`config.mk`:
```
export PLATFORM = sky130hd
export DESIGN_NAME = pcd8544_refresh_ctrl_flat
export DESIGN_NICKNAME = d
export VERILOG_FILES = /design/src/rtl/pcd8544_pkg.sv /design/src/rtl/pcd8544_refresh_ctrl_if.sv /design/src/rtl/pcd8544_refresh_ctrl_spi_byte_tx.sv /design/src/rtl/pcd8544_refresh_ctrl.sv /design/src/flat_wrapper.sv
export SDC_FILE = /design/constraint.sdc
export NUM_CORES = 1
export LEC_CHECK = 0
export ABC_CLOCK_PERIOD_IN_PS = 2700
export BUFFER_PORTS_ARGS = -buffer_cell sky130_fd_sc_hd__buf_2
export CORE_MARGIN = 2
export CORE_UTILIZATION = 30
export DETAILED_ROUTE_END_ITERATION = 7
export PLACE_DENSITY_LB_ADDON = 0.1
export SLEW_MARGIN = 15
export SYNTH_ARGS = -nofsm -noshare
export SYNTH_HDL_FRONTEND = slang
export SYNTH_SLANG_ARGS = --single-unit
```
`constraint.sdc`:
```
create_clock -name clk -period 2.7 [get_ports clk]
set_clock_uncertainty 0.15 [all_clocks]
set_input_delay 0.54 -clock clk [delete_from_list [all_inputs] [get_ports clk]]
set_output_delay 0.54 -clock clk [all_outputs]
set_load 0.005 [all_outputs]
```
`src/rtl/pcd8544_pkg.sv`:
```
// Shared state encoding and PCD8544 panel geometry for the refresh sequencer.
package pcd8544_pkg;

  localparam int LCD_COLS        = 84;
  localparam int LCD_ROWS        = 48;
  localparam int LCD_FRAME_BYTES = LCD_COLS * LCD_ROWS / 8;
  localparam int PCD_CFG_BYTES   = 5;

  typedef enum logic [2:0] {
    ST_IDLE,
    ST_LCD_RST,
    ST_FETCH,
    ST_WAIT,
    ST_LOAD,
    ST_SHIFT,
    ST_DONE
  } state_e;

endpackage

```
`src/rtl/pcd8544_refresh_ctrl_if.sv`:
```
// Control, frame-RAM and LCD pin bundle of the refresh sequencer.
// The sequencer uses master; the RAM/pin side uses slave.
interface pcd8544_refresh_ctrl_if #(
  parameter int ADDR_W = 13
);
  logic              start;
  logic              busy;
  logic              done;
  logic [ADDR_W-1:0] mem_addr;
  logic [7:0]        mem_data;
  logic              lcd_rst_n;
  logic              lcd_ce_n;
  logic              lcd_dc;
  logic              lcd_sck;
  logic              lcd_mosi;

  modport master (
    input  start, mem_data,
    output busy, done, mem_addr, lcd_rst_n, lcd_ce_n, lcd_dc, lcd_sck, lcd_mosi
  );

  modport slave (
    output start, mem_data,
    input  busy, done, mem_addr, lcd_rst_n, lcd_ce_n, lcd_dc, lcd_sck, lcd_mosi
  );
endinterface

```
`src/rtl/pcd8544_refresh_ctrl_spi_byte_tx.sv`:
```
// SPI mode-0 byte serializer, MSB first: 16*CLK_DIV clk per byte after load_i.
// No backpressure; last_o flags the final high-phase cycle so the caller can chain bytes.
module spi_byte_tx #(
  parameter int CLK_DIV = 4
) (
  input  logic       clk,
  input  logic       rst,
  input  logic       load_i,
  input  logic       clear_i,
  input  logic [7:0] data_i,
  output logic       sck_o,
  output logic       mosi_o,
  output logic       busy_o,
  output logic       last_o
);
  localparam int DIV_W = (CLK_DIV > 1) ? $clog2(CLK_DIV) : 1;

  logic [DIV_W-1:0] div_q, div_d;
  logic [7:0]       sr_q, sr_d;
  logic [2:0]       bit_q, bit_d;
  logic             sck_q, sck_d;
  logic             mosi_q, mosi_d;
  logic             act_q, act_d;
  logic             phase_end;

  always_ff @(posedge clk) begin
    if (rst) begin
      div_q  <= '0;
      sr_q   <= '0;
      bit_q  <= '0;
      sck_q  <= 1'b0;
      mosi_q <= 1'b0;
      act_q  <= 1'b0;
    end else begin
      div_q  <= div_d;
      sr_q   <= sr_d;
      bit_q  <= bit_d;
      sck_q  <= sck_d;
      mosi_q <= mosi_d;
      act_q  <= act_d;
    end
  end

  always_comb begin
    div_d  = div_q;
    sr_d   = sr_q;
    bit_d  = bit_q;
    sck_d  = sck_q;
    mosi_d = mosi_q;
    act_d  = act_q;
    phase_end = act_q && (div_q == DIV_W'(CLK_DIV - 1));
    last_o    = phase_end && sck_q && (bit_q == 3'd7);
    if (load_i) begin
      sr_d   = data_i;
      mosi_d = data_i[7];
      sck_d  = 1'b0;
      div_d  = '0;
      bit_d  = '0;
      act_d  = 1'b1;
    end else if (clear_i) begin
      mosi_d = 1'b0;
      sck_d  = 1'b0;
      div_d  = '0;
      bit_d  = '0;
      act_d  = 1'b0;
    end else if (act_q) begin
      if (phase_end) begin
        div_d = '0;
        if (!sck_q) begin
          sck_d = 1'b1;
        end else begin
          // Falling edge: advance to the next bit while sck is low.
          sck_d  = 1'b0;
          sr_d   = {sr_q[6:0], 1'b0};
          mosi_d = sr_q[6];
          bit_d  = bit_q + 3'd1;
          if (bit_q == 3'd7) act_d = 1'b0;
        end
      end else begin
        div_d = div_q + 1'b1;
      end
    end
  end

  assign sck_o  = sck_q;
  assign mosi_o = mosi_q;
  assign busy_o = act_q;
endmodule

```
`src/rtl/pcd8544_refresh_ctrl.sv`:
```
// PCD8544 refresh: LCD reset pulse, then CFG+DATA bytes from frame RAM over SPI, 3+16*CLK_DIV clk/byte.
// No backpressure; start is ignored while busy. PCD8544_CONT_REFRESH_EN loops data bytes forever.
module pcd8544_refresh_ctrl
  import pcd8544_pkg::*;
#(
  parameter int ADDR_W     = 13,
  parameter int CFG_BYTES  = PCD_CFG_BYTES,
  parameter int DATA_BYTES = LCD_FRAME_BYTES,
  parameter int CLK_DIV    = 4,
  parameter int RST_CYCLES = 16
) (
  input logic                    clk,
  input logic                    rst,
  pcd8544_refresh_ctrl_if.master bus
);
  localparam int RC_W = (RST_CYCLES > 1) ? $clog2(RST_CYCLES) : 1;
  localparam logic [ADDR_W-1:0] CFG_END  = ADDR_W'(CFG_BYTES);
  localparam logic [ADDR_W-1:0] LAST_IDX = ADDR_W'(CFG_BYTES + DATA_BYTES - 1);

  state_e            state_q, state_d;
  logic [ADDR_W-1:0] idx_q, idx_d;
  logic [ADDR_W-1:0] addr_q, addr_d;
  logic [RC_W-1:0]   rcnt_q, rcnt_d;
  logic              lcd_rst_n_q, lcd_rst_n_d;
  logic              ce_n_q, ce_n_d;
  logic              dc_q, dc_d;
  logic              tx_load, tx_clear, tx_busy, tx_last;

  always_ff @(posedge clk) begin
    if (rst) begin
      state_q     <= ST_IDLE;
      idx_q       <= '0;
      addr_q      <= '0;
      rcnt_q      <= '0;
      lcd_rst_n_q <= 1'b1;
      ce_n_q      <= 1'b1;
      dc_q        <= 1'b0;
    end else begin
      state_q     <= state_d;
      idx_q       <= idx_d;
      addr_q      <= addr_d;
      rcnt_q      <= rcnt_d;
      lcd_rst_n_q <= lcd_rst_n_d;
      ce_n_q      <= ce_n_d;
      dc_q        <= dc_d;
    end
  end

  always_comb begin
    state_d     = state_q;
    idx_d       = idx_q;
    addr_d      = addr_q;
    rcnt_d      = rcnt_q;
    lcd_rst_n_d = lcd_rst_n_q;
    ce_n_d      = ce_n_q;
    dc_d        = dc_q;
    tx_load     = 1'b0;
    tx_clear    = 1'b0;
    unique case (state_q)
      ST_IDLE: begin
        if (bus.start) begin
          state_d     = ST_LCD_RST;
          rcnt_d      = '0;
          lcd_rst_n_d = 1'b0;
        end
      end
      ST_LCD_RST: begin
        if (rcnt_q == RC_W'(RST_CYCLES - 1)) begin
          state_d     = ST_FETCH;
          idx_d       = '0;
          lcd_rst_n_d = 1'b1;
        end else begin
          rcnt_d = rcnt_q + 1'b1;
        end
      end
      ST_FETCH: begin
        addr_d  = idx_q;
        state_d = ST_WAIT;
      end
      ST_WAIT: state_d = ST_LOAD;
      ST_LOAD: begin
        if (!tx_busy) begin
          tx_load = 1'b1;
          ce_n_d  = 1'b0;
          dc_d    = (idx_q >= CFG_END);
          state_d = ST_SHIFT;
        end
      end
      ST_SHIFT: begin
        if (tx_last) begin
          if (idx_q == LAST_IDX) begin
            // ce_n, dc and mosi settle during the done cycle itself.
            state_d  = ST_DONE;
            ce_n_d   = 1'b1;
            dc_d     = 1'b0;
            tx_clear = 1'b1;
          end else begin
            idx_d   = idx_q + 1'b1;
            state_d = ST_FETCH;
          end
        end
      end
      ST_DONE: begin
`ifdef PCD8544_CONT_REFRESH_EN
        state_d = ST_FETCH;
        idx_d   = CFG_END;
        ce_n_d  = 1'b0;
`else
        state_d = ST_IDLE;
`endif
      end
      default: state_d = ST_IDLE;
    endcase
  end

  spi_byte_tx #(
    .CLK_DIV (CLK_DIV)
  ) u_tx (
    .clk     (clk),
    .rst     (rst),
    .load_i  (tx_load),
    .clear_i (tx_clear),
    .data_i  (bus.mem_data),
    .sck_o   (bus.lcd_sck),
    .mosi_o  (bus.lcd_mosi),
    .busy_o  (tx_busy),
    .last_o  (tx_last)
  );

  assign bus.busy      = (state_q != ST_IDLE);
  assign bus.done      = (state_q == ST_DONE);
  assign bus.mem_addr  = addr_q;
  assign bus.lcd_rst_n = lcd_rst_n_q;
  assign bus.lcd_ce_n  = ce_n_q;
  assign bus.lcd_dc    = dc_q;
endmodule

```
`src/flat_wrapper.sv`:
```
// flat-port wrapper written by rule: the top's interface ports become plain ports
module pcd8544_refresh_ctrl_flat import pcd8544_pkg::*;
#(
  parameter int ADDR_W     = 13,
  parameter int CFG_BYTES  = PCD_CFG_BYTES,
  parameter int DATA_BYTES = LCD_FRAME_BYTES,
  parameter int CLK_DIV    = 4,
  parameter int RST_CYCLES = 16
)
  (clk, rst, bus_start, bus_mem_data, bus_busy, bus_done, bus_mem_addr, bus_lcd_rst_n, bus_lcd_ce_n, bus_lcd_dc, bus_lcd_sck, bus_lcd_mosi);
  pcd8544_refresh_ctrl_if #(.ADDR_W(ADDR_W)) bus_i ();
  input logic clk;
  input logic rst;
  input wire logic [$bits(bus_i.start)-1:0] bus_start;
  input wire logic [$bits(bus_i.mem_data)-1:0] bus_mem_data;
  output wire logic [$bits(bus_i.busy)-1:0] bus_busy;
  output wire logic [$bits(bus_i.done)-1:0] bus_done;
  output wire logic [$bits(bus_i.mem_addr)-1:0] bus_mem_addr;
  output wire logic [$bits(bus_i.lcd_rst_n)-1:0] bus_lcd_rst_n;
  output wire logic [$bits(bus_i.lcd_ce_n)-1:0] bus_lcd_ce_n;
  output wire logic [$bits(bus_i.lcd_dc)-1:0] bus_lcd_dc;
  output wire logic [$bits(bus_i.lcd_sck)-1:0] bus_lcd_sck;
  output wire logic [$bits(bus_i.lcd_mosi)-1:0] bus_lcd_mosi;
  assign bus_i.start = bus_start;
  assign bus_i.mem_data = bus_mem_data;
  assign bus_busy = bus_i.busy;
  assign bus_done = bus_i.done;
  assign bus_mem_addr = bus_i.mem_addr;
  assign bus_lcd_rst_n = bus_i.lcd_rst_n;
  assign bus_lcd_ce_n = bus_i.lcd_ce_n;
  assign bus_lcd_dc = bus_i.lcd_dc;
  assign bus_lcd_sck = bus_i.lcd_sck;
  assign bus_lcd_mosi = bus_i.lcd_mosi;
  pcd8544_refresh_ctrl #(.ADDR_W(ADDR_W), .CFG_BYTES(CFG_BYTES), .DATA_BYTES(DATA_BYTES), .CLK_DIV(CLK_DIV), .RST_CYCLES(RST_CYCLES)) u_core (.clk(clk), .rst(rst), .bus(bus_i));
endmodule
```
==> impl_metrics.toml <==
[logic_synthesis]
async_reset_ff_share_pct = 0
yosysWarnings = 0
syn_inst = 289
syn_nets = 307
avgSynthCellArea_um2 = 8.520
ys.flop_type = "dfxtp_1"
synth-edff-count = 0
synth_top_area_cell = "dfxtp_1"
synth_area_mm2 = 0.002462
synth_top_area_share_pct = 41.46
synth.area.top_cells = "dfxtp_1 (41%), nand2_1 (5.3%), a21oi_1 (4.9%)"
ys_ff_latch = 51
synth_seq_area_share_pct = 41.46
ys_types = 47

[pwr]
report.power.total_mw = 1.346
power_leakage_nw = 1.020
power_density_mw_per_mm2 = 482.3
peakVddDrop_v = 0.0001735

[drt]
drcViolationCount = 0
ant_nets = 0
wl_per_cell_um = 14.41
drt_iter0_drc = 103
drt-vias-per-instance = 5.266
routed_wl_um = 6008
dr.pass1.iters = 4
num_vias = 2196

[global_route]
track_usage_pct = 13.78
busiest_layer = "met2"
use_met2_pct = 21.19
grt_pass1_wl_um = 9998
grt_max_degree = 29
grt_pass1_vias = 1951
grt_overflow = 0
gr-usage-met1_pct = 20.33
antenna_found_initial = 0
met3_usage_pct = 2.713

[worst_setup_path]
cp.required_ns = 2.79
cp_num_buf_inv = 1
slowest_stage = "dfxtp_1"
crit_type = "reg2reg"
path_delay_family = "simple AND/OR/NAND/NOR gates"
worst_setup_path_end_kind = "flip-flop"
max_stage_delay_ns = 0.59
critPathMaxFanout = 25
crit_chain = "nor3b_1 -> a32oi_1 -> buf_4 -> or4_1 -> a21boi_1"
cp-start-kind = "flip-flop"
crit_arrival_ns = 2.29

[layout]
final_core_util_pct = 34.49
layout_common_cells = "dfxtp_1 (51), nand2_1 (35), buf_2 (30), a21oi_1 (24), nor2_1 (18)"
final_common_cell = "dfxtp_1"
syn2layout_area_growth_pct = 13.36
n_antenna_cell = 0
nets = 330
final_layout_size_suffix_gt1_share_pct = 14.74

[clocking]
worstSkewPairLatency_ns = 0.30
ctsResizeCount = 0
htreeDepth = 2
cts_root_buf = "clkbuf_8"
cts_tree = "done"
clk_pin_slew_ns = 0.10
cts_buffers = 5
postCtsSetupRepairBufs = 0
clkSinkCount = 51
cts-hold-fix-buffers = 0
clockBufferDepth = 2

[timing]
setup_violations = 0
grt_setup_unrepaired = "no"
period_needed_ns = 2.203
fin_crit_sh_pct = 81.60
slew_violations = 0
worst_pin_slew_ns = 0.5193
tns_ns = 0
finalHoldViolCount = 0
slew_headroom_pct = 65.23
clock.fmax_mhz = 453.9

[place]
portBuffers = 30
hpwl_um = 4212
gp_congestion = 0.7728

[die]
num_rows = 33
die_area_mm2 = 0.008948
die_height_um = 94.60
ioPinCount = 31
start_util_pct = 30.43
die_x_um = 94.60
core_mm2 = 0.008093

[run]
max-cap-violations = 0

[outcome]
status = "complete, no violations"

[worst_hold_path]
hp-class = "reg2reg"
==> power by group <==
part           internal [mW]  switching, mW  total (mW)
clock                  0.271          0.263       0.534
combinational         0.0212         0.0281      0.0493
sequential             0.756        0.00676       0.763
==> per-layer routing <==
layer  vias up  part of all wire, %  wire length, um
met3         4                  4.3              257
met2        46                   44             2660
li1       1119                    -                -
met1      1027                   51             3052
met5         -                    0                0
met4         0                 0.62               37
==> sequential cells by signal (all words and copies together), names as in the netlist <==
name	count
u_core.bus.lcd_ce_n	1
u_core.bus.lcd_dc	1
u_core.bus.lcd_rst_n	1
u_core.bus.mem_addr	13
u_core.idx_q	13
u_core.rcnt_q	4
u_core.state_q	3
u_core.u_tx.bit_q	3
u_core.u_tx.busy_o	1
u_core.u_tx.div_q	2
u_core.u_tx.mosi_o	1
u_core.u_tx.sck_o	1
u_core.u_tx.sr_q	7
==> stage by stage <==
stage	instances	setup WS, ns	hold slack [ns]	area, um2
2_1_floorplan	289	0.6201	0.3008	2462
3_3_place_gp	410	0.5062	0.2812	2685
6_report	417	0.4968	0.3031	2791
4_1_cts	417	0.4823	0.3083	2791
3_5_place_dp	410	0.5312	0.2843	2685
5_1_grt	417	0.2958	0.3223	2791
==> cells by family (layout without fill, tap and decap cells) <==
group,Yosys count,count (layout),synth area share [%]
xor+xnor,1,1,0.3558
buf+inv,25,48,4.980
compound gates,78,78,20.58
fa+ha+maj,7,7,3.557
simple gates,122,122,27.03
mux,5,5,2.033
flops,51,51,41.46
==> cells in the mapped netlist, drive strengths merged (2+ instances only) <==
library cell   n
nor3           7
a21boi        10
and2           3
or4           11
clkbuf        13
and3           3
nand3         13
a311oi         7
nand2         35
o21ai         14
buf            7
a21oi         24
inv            5
mux2i          5
dfxtp         51
a22oi          2
o31ai         12
ha             7
a211oi         2
and4           5
and3b          3
nor2          18
or3            4
nand4          6
nor3b          4
nand2b         3
==> cell type report <==
cell class,count,area [um2]
fillers,918,5301
multi-input cells,213,1319
flip-flops and latches,51,1021
repair buffers,36,195.2
well taps,105,131.4
clock buffers,5,68.82
clock inverters,2,37.54
inverters,5,18.77
==> worst register-to-register path, delay by kind of cell (launching register included) <==
family | cells | cell delay, ns
DFF | 1 | 0.59
buffers and inverters | 1 | 0.23
AOI/OAI and AO/OA | 2 | 0.24
and+or+nand+nor | 2 | 0.94
==> worst paths after layout <==
kind / startpoint / end / slack (ns) / cells past startpoint
hold / removal: u_core.bus.lcd_ce_n / u_core.bus.lcd_ce_n / 0.30 / 1
setup / recovery: u_core.state_q[0] / u_core.idx_q[6] / 0.50 / 5
hold reg to reg: u_core.bus.lcd_ce_n / u_core.bus.lcd_ce_n / 0.30 / 1
setup reg to reg: u_core.state_q[0] / u_core.idx_q[6] / 0.50 / 5
(Power assumes the default switching activity.)
